$ cat config.mk
export PLATFORM = sky130hd
export DESIGN_NAME = fp_normalize_round
export DESIGN_NICKNAME = d
export VERILOG_FILES = /design/src/rtl/float_struct.sv /design/src/rtl/lzc27.sv /design/src/rtl/fp_normalize_round.sv
export SDC_FILE = /design/constraint.sdc
export NUM_CORES = 1
export LEC_CHECK = 0
export BUFFER_PORTS_ARGS = -buffer_cell sky130_fd_sc_hd__buf_2
export CAP_MARGIN = 20
export CORE_MARGIN = 8
export CORE_UTILIZATION = 55
export DETAILED_ROUTE_END_ITERATION = 7
export GPL_TIMING_DRIVEN = 0
export PLACE_DENSITY = 0.79
export SETUP_SLACK_MARGIN = 0.2
export SLEW_MARGIN = 20
export SYNTH_ARGS = -nofsm -noshare
export SYNTH_HDL_FRONTEND = slang
export SYNTH_HIERARCHICAL = 1
export SYNTH_SLANG_ARGS = --single-unit
$ cat constraint.sdc
create_clock -name clk -period 3.9 [get_ports clk]
set_clock_uncertainty 0.05 [all_clocks]
set_input_delay 0.78 -clock clk [delete_from_list [all_inputs] [get_ports clk]]
set_output_delay 0.78 -clock clk [all_outputs]
set_load 0.005 [all_outputs]
$ cat src/rtl/float_struct.sv
// Shared single-precision FPU types: binary32 layout, adder state codes and
// extended-mantissa geometry used by the post-add normalize/round stage.
package float_struct;

  localparam int unsigned EXP_BIAS   = 127;
  localparam int unsigned EXP_MAX    = 255;
  localparam int unsigned EXP_W      = 8;
  localparam int unsigned FRAC_W     = 23;
  localparam int unsigned EXT_MANT_W = 28;
  localparam int unsigned NORM_W     = EXT_MANT_W - 1;
  localparam int unsigned EXP_INT_W  = 10;
  localparam int unsigned LZC_W      = 5;

  localparam logic [31:0] QNAN_DEFAULT = 32'h7FC0_0000;

  typedef enum logic [1:0] {
    OK  = 2'b00,
    NAN = 2'b01,
    INF = 2'b10,
    NUL = 2'b11
  } states;

  typedef struct packed {
    logic              sign;
    logic [EXP_W-1:0]  exp;
    logic [FRAC_W-1:0] frac;
  } float_point_num;

endpackage

$ cat src/rtl/lzc27.sv
// Combinational leading-zero counter over the 27-bit hidden+fraction+GRS field.
// An all-zero input reports a count of 27 and raises o_zero.
module lzc27
  import float_struct::*;
(
  input  logic [NORM_W-1:0] i_data,
  output logic [LZC_W-1:0]  o_cnt,
  output logic              o_zero
);

  logic w_found;

  always_comb begin
    o_cnt   = LZC_W'(NORM_W);
    w_found = 1'b0;
    for (int i = NORM_W - 1; i >= 0; i--) begin
      if (!w_found && i_data[i]) begin
        o_cnt   = LZC_W'(NORM_W - 1 - i);
        w_found = 1'b1;
      end
    end
    o_zero = ~|i_data;
  end

endmodule

$ cat src/rtl/fp_normalize_round.sv
// Post-add normalize and round-to-nearest-even stage of the binary32 FPU.
// Build option FP_DENORM_EN: produce subnormals instead of flushing underflow to zero.
module fp_normalize_round
  import float_struct::*;
#(
  parameter bit          OUT_REG = 1'b1,
  parameter logic [31:0] QNAN    = QNAN_DEFAULT
) (
  input  logic                  clk,
  input  logic                  rst,
  input  logic                  vld_i,
  input  logic                  sign_i,
  input  logic [EXP_W-1:0]      exp_i,
  input  logic [EXT_MANT_W-1:0] mant_i,
  input  logic [1:0]            state_i,
  output logic [31:0]           result,
  output logic [1:0]            state,
  output logic                  res_vld
);

  // Stage 1: capture inputs with zero flag and leading-zero count
  logic [LZC_W-1:0]      w_lzc;
  logic                  w_lzc_zero;
  logic                  r1_vld;
  logic                  r1_sign;
  logic [EXP_W-1:0]      r1_exp;
  logic [EXT_MANT_W-1:0] r1_mant;
  logic [1:0]            r1_state;
  logic                  r1_zero;
  logic [LZC_W-1:0]      r1_lzc;

  lzc27 u_lzc27 (
    .i_data (mant_i[NORM_W-1:0]),
    .o_cnt  (w_lzc),
    .o_zero (w_lzc_zero)
  );

  always_ff @(posedge clk) begin
    if (rst) begin
      r1_vld   <= 1'b0;
      r1_sign  <= 1'b0;
      r1_exp   <= '0;
      r1_mant  <= '0;
      r1_state <= OK;
      r1_zero  <= 1'b0;
      r1_lzc   <= '0;
    end else begin
      r1_vld <= vld_i;
      if (vld_i) begin
        r1_sign  <= sign_i;
        r1_exp   <= exp_i;
        r1_mant  <= mant_i;
        r1_state <= state_i;
        r1_zero  <= w_lzc_zero & ~mant_i[EXT_MANT_W-1];
        r1_lzc   <= w_lzc;
      end
    end
  end

  // Stage 2: normalize so the hidden bit lands at bit 26; carry bit is folded away
  logic [NORM_W-1:0]           w2_mant;
  logic signed [EXP_INT_W-1:0] w2_exp;
  logic                        r2_vld;
  logic                        r2_sign;
  logic signed [EXP_INT_W-1:0] r2_exp;
  logic [NORM_W-1:0]           r2_mant;
  logic [1:0]                  r2_state;
  logic                        r2_zero;

  always_comb begin
    w2_mant = r1_mant[NORM_W-1:0] << r1_lzc;
    w2_exp  = $signed({2'b00, r1_exp}) - $signed({5'b00000, r1_lzc});
    if (r1_mant[EXT_MANT_W-1]) begin
      w2_mant = {r1_mant[EXT_MANT_W-1:2], r1_mant[1] | r1_mant[0]};
      w2_exp  = $signed({2'b00, r1_exp}) + 10'sd1;
    end
  end

  always_ff @(posedge clk) begin
    if (rst) begin
      r2_vld   <= 1'b0;
      r2_sign  <= 1'b0;
      r2_exp   <= '0;
      r2_mant  <= '0;
      r2_state <= OK;
      r2_zero  <= 1'b0;
    end else begin
      r2_vld <= r1_vld;
      if (r1_vld) begin
        r2_sign  <= r1_sign;
        r2_exp   <= w2_exp;
        r2_mant  <= w2_mant;
        r2_state <= r1_state;
        r2_zero  <= r1_zero;
      end
    end
  end

  // Stage 3: round to nearest even and pack with exception priority
  logic                        w_ru;
  logic                        w_mant_ovf;
  logic [FRAC_W-1:0]           w_frac;
  logic signed [EXP_INT_W-1:0] w_exp_r;
  float_point_num              w3_res;
  logic [1:0]                  w3_state;

  assign w_ru       = r2_mant[2] & (r2_mant[1] | r2_mant[0] | r2_mant[3]);
  assign w_mant_ovf = w_ru & (&r2_mant[NORM_W-1:3]);
  assign w_frac     = r2_mant[NORM_W-2:3] + FRAC_W'(w_ru);
  assign w_exp_r    = r2_exp + (w_mant_ovf ? 10'sd1 : 10'sd0);

`ifdef FP_DENORM_EN
  logic signed [EXP_INT_W-1:0] w_sh_full;
  logic [LZC_W-1:0]            w_sh;
  logic [NORM_W-1:0]           w_dn_sh;
  logic                        w_dn_lost;
  logic [NORM_W-1:0]           w_dn;
  logic                        w_dn_ru;
  logic [FRAC_W:0]             w_dn_inc;

  // Shift to exponent 1 scale; everything pushed out collapses into sticky
  assign w_sh_full = 10'sd1 - r2_exp;
  assign w_sh      = (w_sh_full > 10'sd26) ? LZC_W'(26) : w_sh_full[LZC_W-1:0];
  assign w_dn_sh   = r2_mant >> w_sh;
  assign w_dn_lost = |(r2_mant & ~({NORM_W{1'b1}} << w_sh));
  assign w_dn      = {w_dn_sh[NORM_W-1:1], w_dn_sh[0] | w_dn_lost};
  assign w_dn_ru   = w_dn[2] & (w_dn[1] | w_dn[0] | w_dn[3]);
  assign w_dn_inc  = w_dn[NORM_W-1:3] + (FRAC_W+1)'(w_dn_ru);
`endif

  always_comb begin
    w3_res   = '{sign: r2_sign, exp: w_exp_r[EXP_W-1:0], frac: w_mant_ovf ? '0 : w_frac};
    w3_state = OK;
    if (r2_state == NAN) begin
      w3_res   = QNAN;
      w3_state = NAN;
    end else if (r2_state == INF) begin
      w3_res   = '{sign: r2_sign, exp: '1, frac: '0};
      w3_state = INF;
    end else if (r2_zero) begin
      w3_res   = '0;
      w3_state = NUL;
    end else if (w_exp_r >= $signed(EXP_INT_W'(EXP_MAX))) begin
      w3_res   = '{sign: r2_sign, exp: '1, frac: '0};
      w3_state = INF;
    end else if (r2_exp <= 10'sd0) begin
`ifdef FP_DENORM_EN
      // A carry into bit 23 of the increment naturally becomes exponent field 1
      w3_res = {r2_sign, 7'b0000000, w_dn_inc};
      if (w_dn_inc == '0) begin
        w3_state = NUL;
      end
`else
      w3_res   = {r2_sign, 31'h0};
      w3_state = NUL;
`endif
    end
  end

  generate
    if (OUT_REG) begin : g_out_reg
      always_ff @(posedge clk) begin
        if (rst) begin
          res_vld <= 1'b0;
          result  <= '0;
          state   <= OK;
        end else begin
          res_vld <= r2_vld;
          if (r2_vld) begin
            result <= w3_res;
            state  <= w3_state;
          end
        end
      end
    end else begin : g_out_comb
      // Stage-2 registers hold between samples, so the packed result holds too
      logic r_loaded;

      always_ff @(posedge clk) begin
        if (rst) begin
          r_loaded <= 1'b0;
        end else if (r1_vld) begin
          r_loaded <= 1'b1;
        end
      end

      assign res_vld = r2_vld;
      assign result  = r_loaded ? w3_res : 32'h0;
      assign state   = r_loaded ? w3_state : 2'(OK);
    end
  endgenerate

endmodule

==> flow_summary.json <==
{
  "dieHeight_um": 130,
  "drt_iter0_drc": 615,
  "worstPathRequired_ns": 4.15,
  "clock-root-buffer": "clkbuf_16",
  "final-seq-area_um2": 2480,
  "path_max_fanout": 10,
  "fp.coreArea_um2": 12700,
  "initial_core_util_pct": 56.5,
  "ys_seq_area_share_pct": 34.4,
  "hold_viol": 0,
  "core.rowCount": 41,
  "cts_htree_levels": 4,
  "power_frac_comb_pct": 15.2,
  "max_freq_ghz": 0.283,
  "grt-ovfl-total": 0,
  "drc": 0,
  "antenna_left": 0,
  "switchingPower_mw": 0.922,
  "worst_slew_pin_slew_ns": 0.878,
  "cts.path.max_buffers": 2,
  "io_pins": 77,
  "diodes": 0,
  "fp.dieW_um": 130,
  "period_minus_slack_ns": 3.53,
  "dieArea_um2": 16900,
  "grt_pass1_vias": 6162,
  "grtUsageMet3_pct": 5.26,
  "hp-class": "reg -> reg",
  "p_seq_share_pct": 41.6,
  "drt_pass1_iterations": 7,
  "cts_buffers": 17,
  "cp-start-kind": "flop",
  "p_per_area_nw_per_um2": 404,
  "finalCoreUtilization_pct": 65.9,
  "p_int_mw": 2.45,
  "cts_tree": "built",
  "syn_to_final_growth_pct": 16.7,
  "routed_wl_um": 20700,
  "rsz0062_at_grt": "false",
  "setup_slack_ns": 0.370,
  "gp_congestion": 0.955,
  "end_kind": "flop",
  "async_flop_share_pct": 0,
  "setup_viol": 0,
  "antenna_found_initial": 0,
  "maxSlewViolCount": 0,
  "vias_per_cell": 6.02,
  "min_period_over_period_pct": 90.5,
  "peakVddDrop_uv": 310,
  "leakage_nw": 3.26,
  "syn_inst": 823,
  "place_ws_ns": 0.0387,
  "nets": 970,
  "p_sw_share_pct": 27.4,
  "drv_cap": 0,
  "clk_latency_ns": 0.42,
  "ys_seq_elements": 123,
  "fin_setup_tns_ns": 0,
  "grt_max_degree": 17,
  "syn_area_per_cell_um2": 8.69,
  "drive_gt1_share_pct": 18.0,
  "met2_usage_pct": 40.0,
  "syn_area_um2": 7150,
  "nFillCells": 1089,
  "gr-max-usage-layer": "met2",
  "clock_power_share_pct": 43.2,
  "vias": 6627,
  "synth_warnings": 6,
  "clkTransAtPathRegs_ns": 0.05,
  "hpwlAfterDp_um": 15800,
  "clkSinkCount": 123,
  "grtUsageMet1_pct": 31.0,
  "synth_edf_count": 0,
  "port_buffers": 75,
  "critPathKind": "reg -> reg",
  "relSlewSlack_pct": 40.6,
  "wire_per_inst_um": 18.8,
  "synth_nets": 875,
  "multiInputGateArea_um2": 4370,
  "status": "finished, final reports clean",
  "arrival_ns": 3.78,
  "ys.flop_type": "dfxtp_1",
  "grt_pass1_wl_um": 32500,
  "ys_types": 71,
  "track_usage_pct": 24.8
}
## stage by stage
stage / hold WS [ns] / std cells / power (mW) / area [um2]
after detailed placement: 0.400 / 1070 / 1.93 / 7740
after global routing: 0.429 / 1100 / 3.50 / 8350
after global placement: 0.394 / 1070 / 1.92 / 7740
final: 0.405 / 1100 / 3.37 / 8350
after CTS: 0.412 / 1100 / 3.37 / 8310
after floorplan: 0.396 / 823 / 1.76 / 7150
## cells in the final DEF (no fill, tap or decap), drive strengths merged, types with 3 or more instances in the layout
| master | count |
|---|---|
| nor2 | 133 |
| dfxtp | 123 |
| buf | 96 |
| mux2i | 73 |
| nand2 | 68 |
| clkbuf | 57 |
| a211oi | 33 |
| o21ai | 28 |
| inv | 27 |
| a32o | 23 |
| xnor2 | 21 |
| a21oi | 16 |
| mux4 | 16 |
| a22oi | 16 |
| nor3 | 15 |
| nand3 | 14 |
| xor2 | 13 |
| nor2b | 12 |
| a311oi | 10 |
| nand4 | 9 |
| o211ai | 9 |
| mux2 | 9 |
| ha | 9 |
| nand2b | 8 |
| or4 | 7 |
| nor4 | 7 |
| clkinv | 7 |
| and3 | 6 |
| or3 | 6 |
| o22ai | 5 |
| nor3b | 4 |
| a21boi | 3 |
| a31oi | 3 |
| a211o | 3 |
| a221oi | 3 |
| a2bb2oi | 3 |
| and4 | 3 |
| or2 | 3 |
## state kept, by name (all words and copies together), names as in the netlist, 2 cells and up
signal and count:
result 32, r2_state 2, r1_state 2, r1_lzc 5, r2_mant 27, r1_exp 8
state 2, r2_exp 10, r1_mant 28
## path summary, 6_finish.rpt
path	end	depth (start not counted)	slack (ns)	startpoint
min reg2reg	result[21]	1	0.41	result[21]
max reg2reg	result[11]	14	0.37	r2_mant[5]
min	result[21]	1	0.41	result[21]
max	result[11]	14	0.37	r2_mant[5]
## layout make-up
type	instances	area share [%]
plain buffers	56	3.04
clock buffers	21	5.63
flip-flops and latches	123	29.7
multi-input cells	616	52.4
well taps	172	2.58
inverters	28	1.26
clock inverters	8	0.854
repair buffers	76	4.59
## routing by layer
metal | vias up | wire, um
met1 | 3064 | 8950
met3 | 56 | 1700
met2 | 305 | 9420
li1 | 3202 | -
met5 | - | 0
met4 | 0 | 653
## logic make-up after synthesis
kind of cell / Yosys count / synth area share [%]
compound gates: 173 / 18.2
xor+xnor: 34 / 4.16
fa+ha+maj: 10 / 1.85
buf+inv: 84 / 4.93
flops: 123 / 34.4
mux: 98 / 16.7
simple gates: 301 / 19.7
## critical path: stages (launching register included)
cell and delay (ns):
dfxtp_4 0.37, nand2_1 0.07, or4_4 0.52, buf_6 0.15, nor3_4 0.17, and3_4 0.23
ha_4 0.14, nand2_2 0.09, or4_4 0.53, a211oi_2 0.22, a2111oi_1 0.10, or2_1 0.26
buf_6 0.15, buf_8 0.14, a32o_1 0.22
## cells in the mapped netlist, types with 3 or more instances
cell / number / share of area, %
buf_2: 9 / 0.63
xnor2_1: 21 / 2.6
dfxtp_1: 123 / 34
or4_1: 6 / 0.63
o21ai_0: 25 / 1.7
inv_1: 26 / 1.4
nor3_1: 14 / 0.98
o211ai_1: 9 / 0.94
nand2b_1: 8 / 0.70
mux2_2: 9 / 1.4
a21boi_0: 3 / 0.31
a221oi_1: 3 / 0.37
nor3b_1: 4 / 0.42
a2bb2oi_1: 3 / 0.37
o21ai_1: 3 / 0.21
clkbuf_1: 36 / 1.9
and4_1: 3 / 0.37
buf_1: 8 / 0.42
nor2_1: 133 / 7.0
a311oi_1: 10 / 1.2
a32o_1: 23 / 3.2
a21oi_1: 16 / 1.1
a211oi_1: 32 / 3.4
a31oi_1: 3 / 0.26
or3_1: 5 / 0.44
nor2b_1: 12 / 1.0
xor2_1: 13 / 1.6
o22ai_1: 5 / 0.44
a22oi_1: 16 / 1.7
mux4_2: 16 / 5.0
nand4_1: 9 / 0.79
ha_1: 9 / 1.6
mux2i_1: 73 / 10
nor4_1: 5 / 0.44
a211o_1: 3 / 0.37
and3_1: 6 / 0.52
nand2_1: 67 / 3.5
nand3_1: 13 / 0.91
## power by group through the flow
stage | logic [mW] | registers [mW] | clock network, mW
6_report | 0.514 | 1.40 | 1.45
5_1_grt | 0.560 | 1.41 | 1.53
4_1_cts | 0.507 | 1.40 | 1.47
3_5_place_dp | 0.503 | 1.42 | 0
3_3_place_gp | 0.498 | 1.42 | 0
2_1_floorplan | 0.364 | 1.40 | 0
## what timing repair did
action	4_1_cts	5_1_grt
pin swaps	1	2
hold buffers	0	0
endpoints found under the setup margin	32	33
resized for setup	6	14
setup buffers	1	0
endpoints found under the hold margin	0	0
Power figures use the tool's default switching activity.
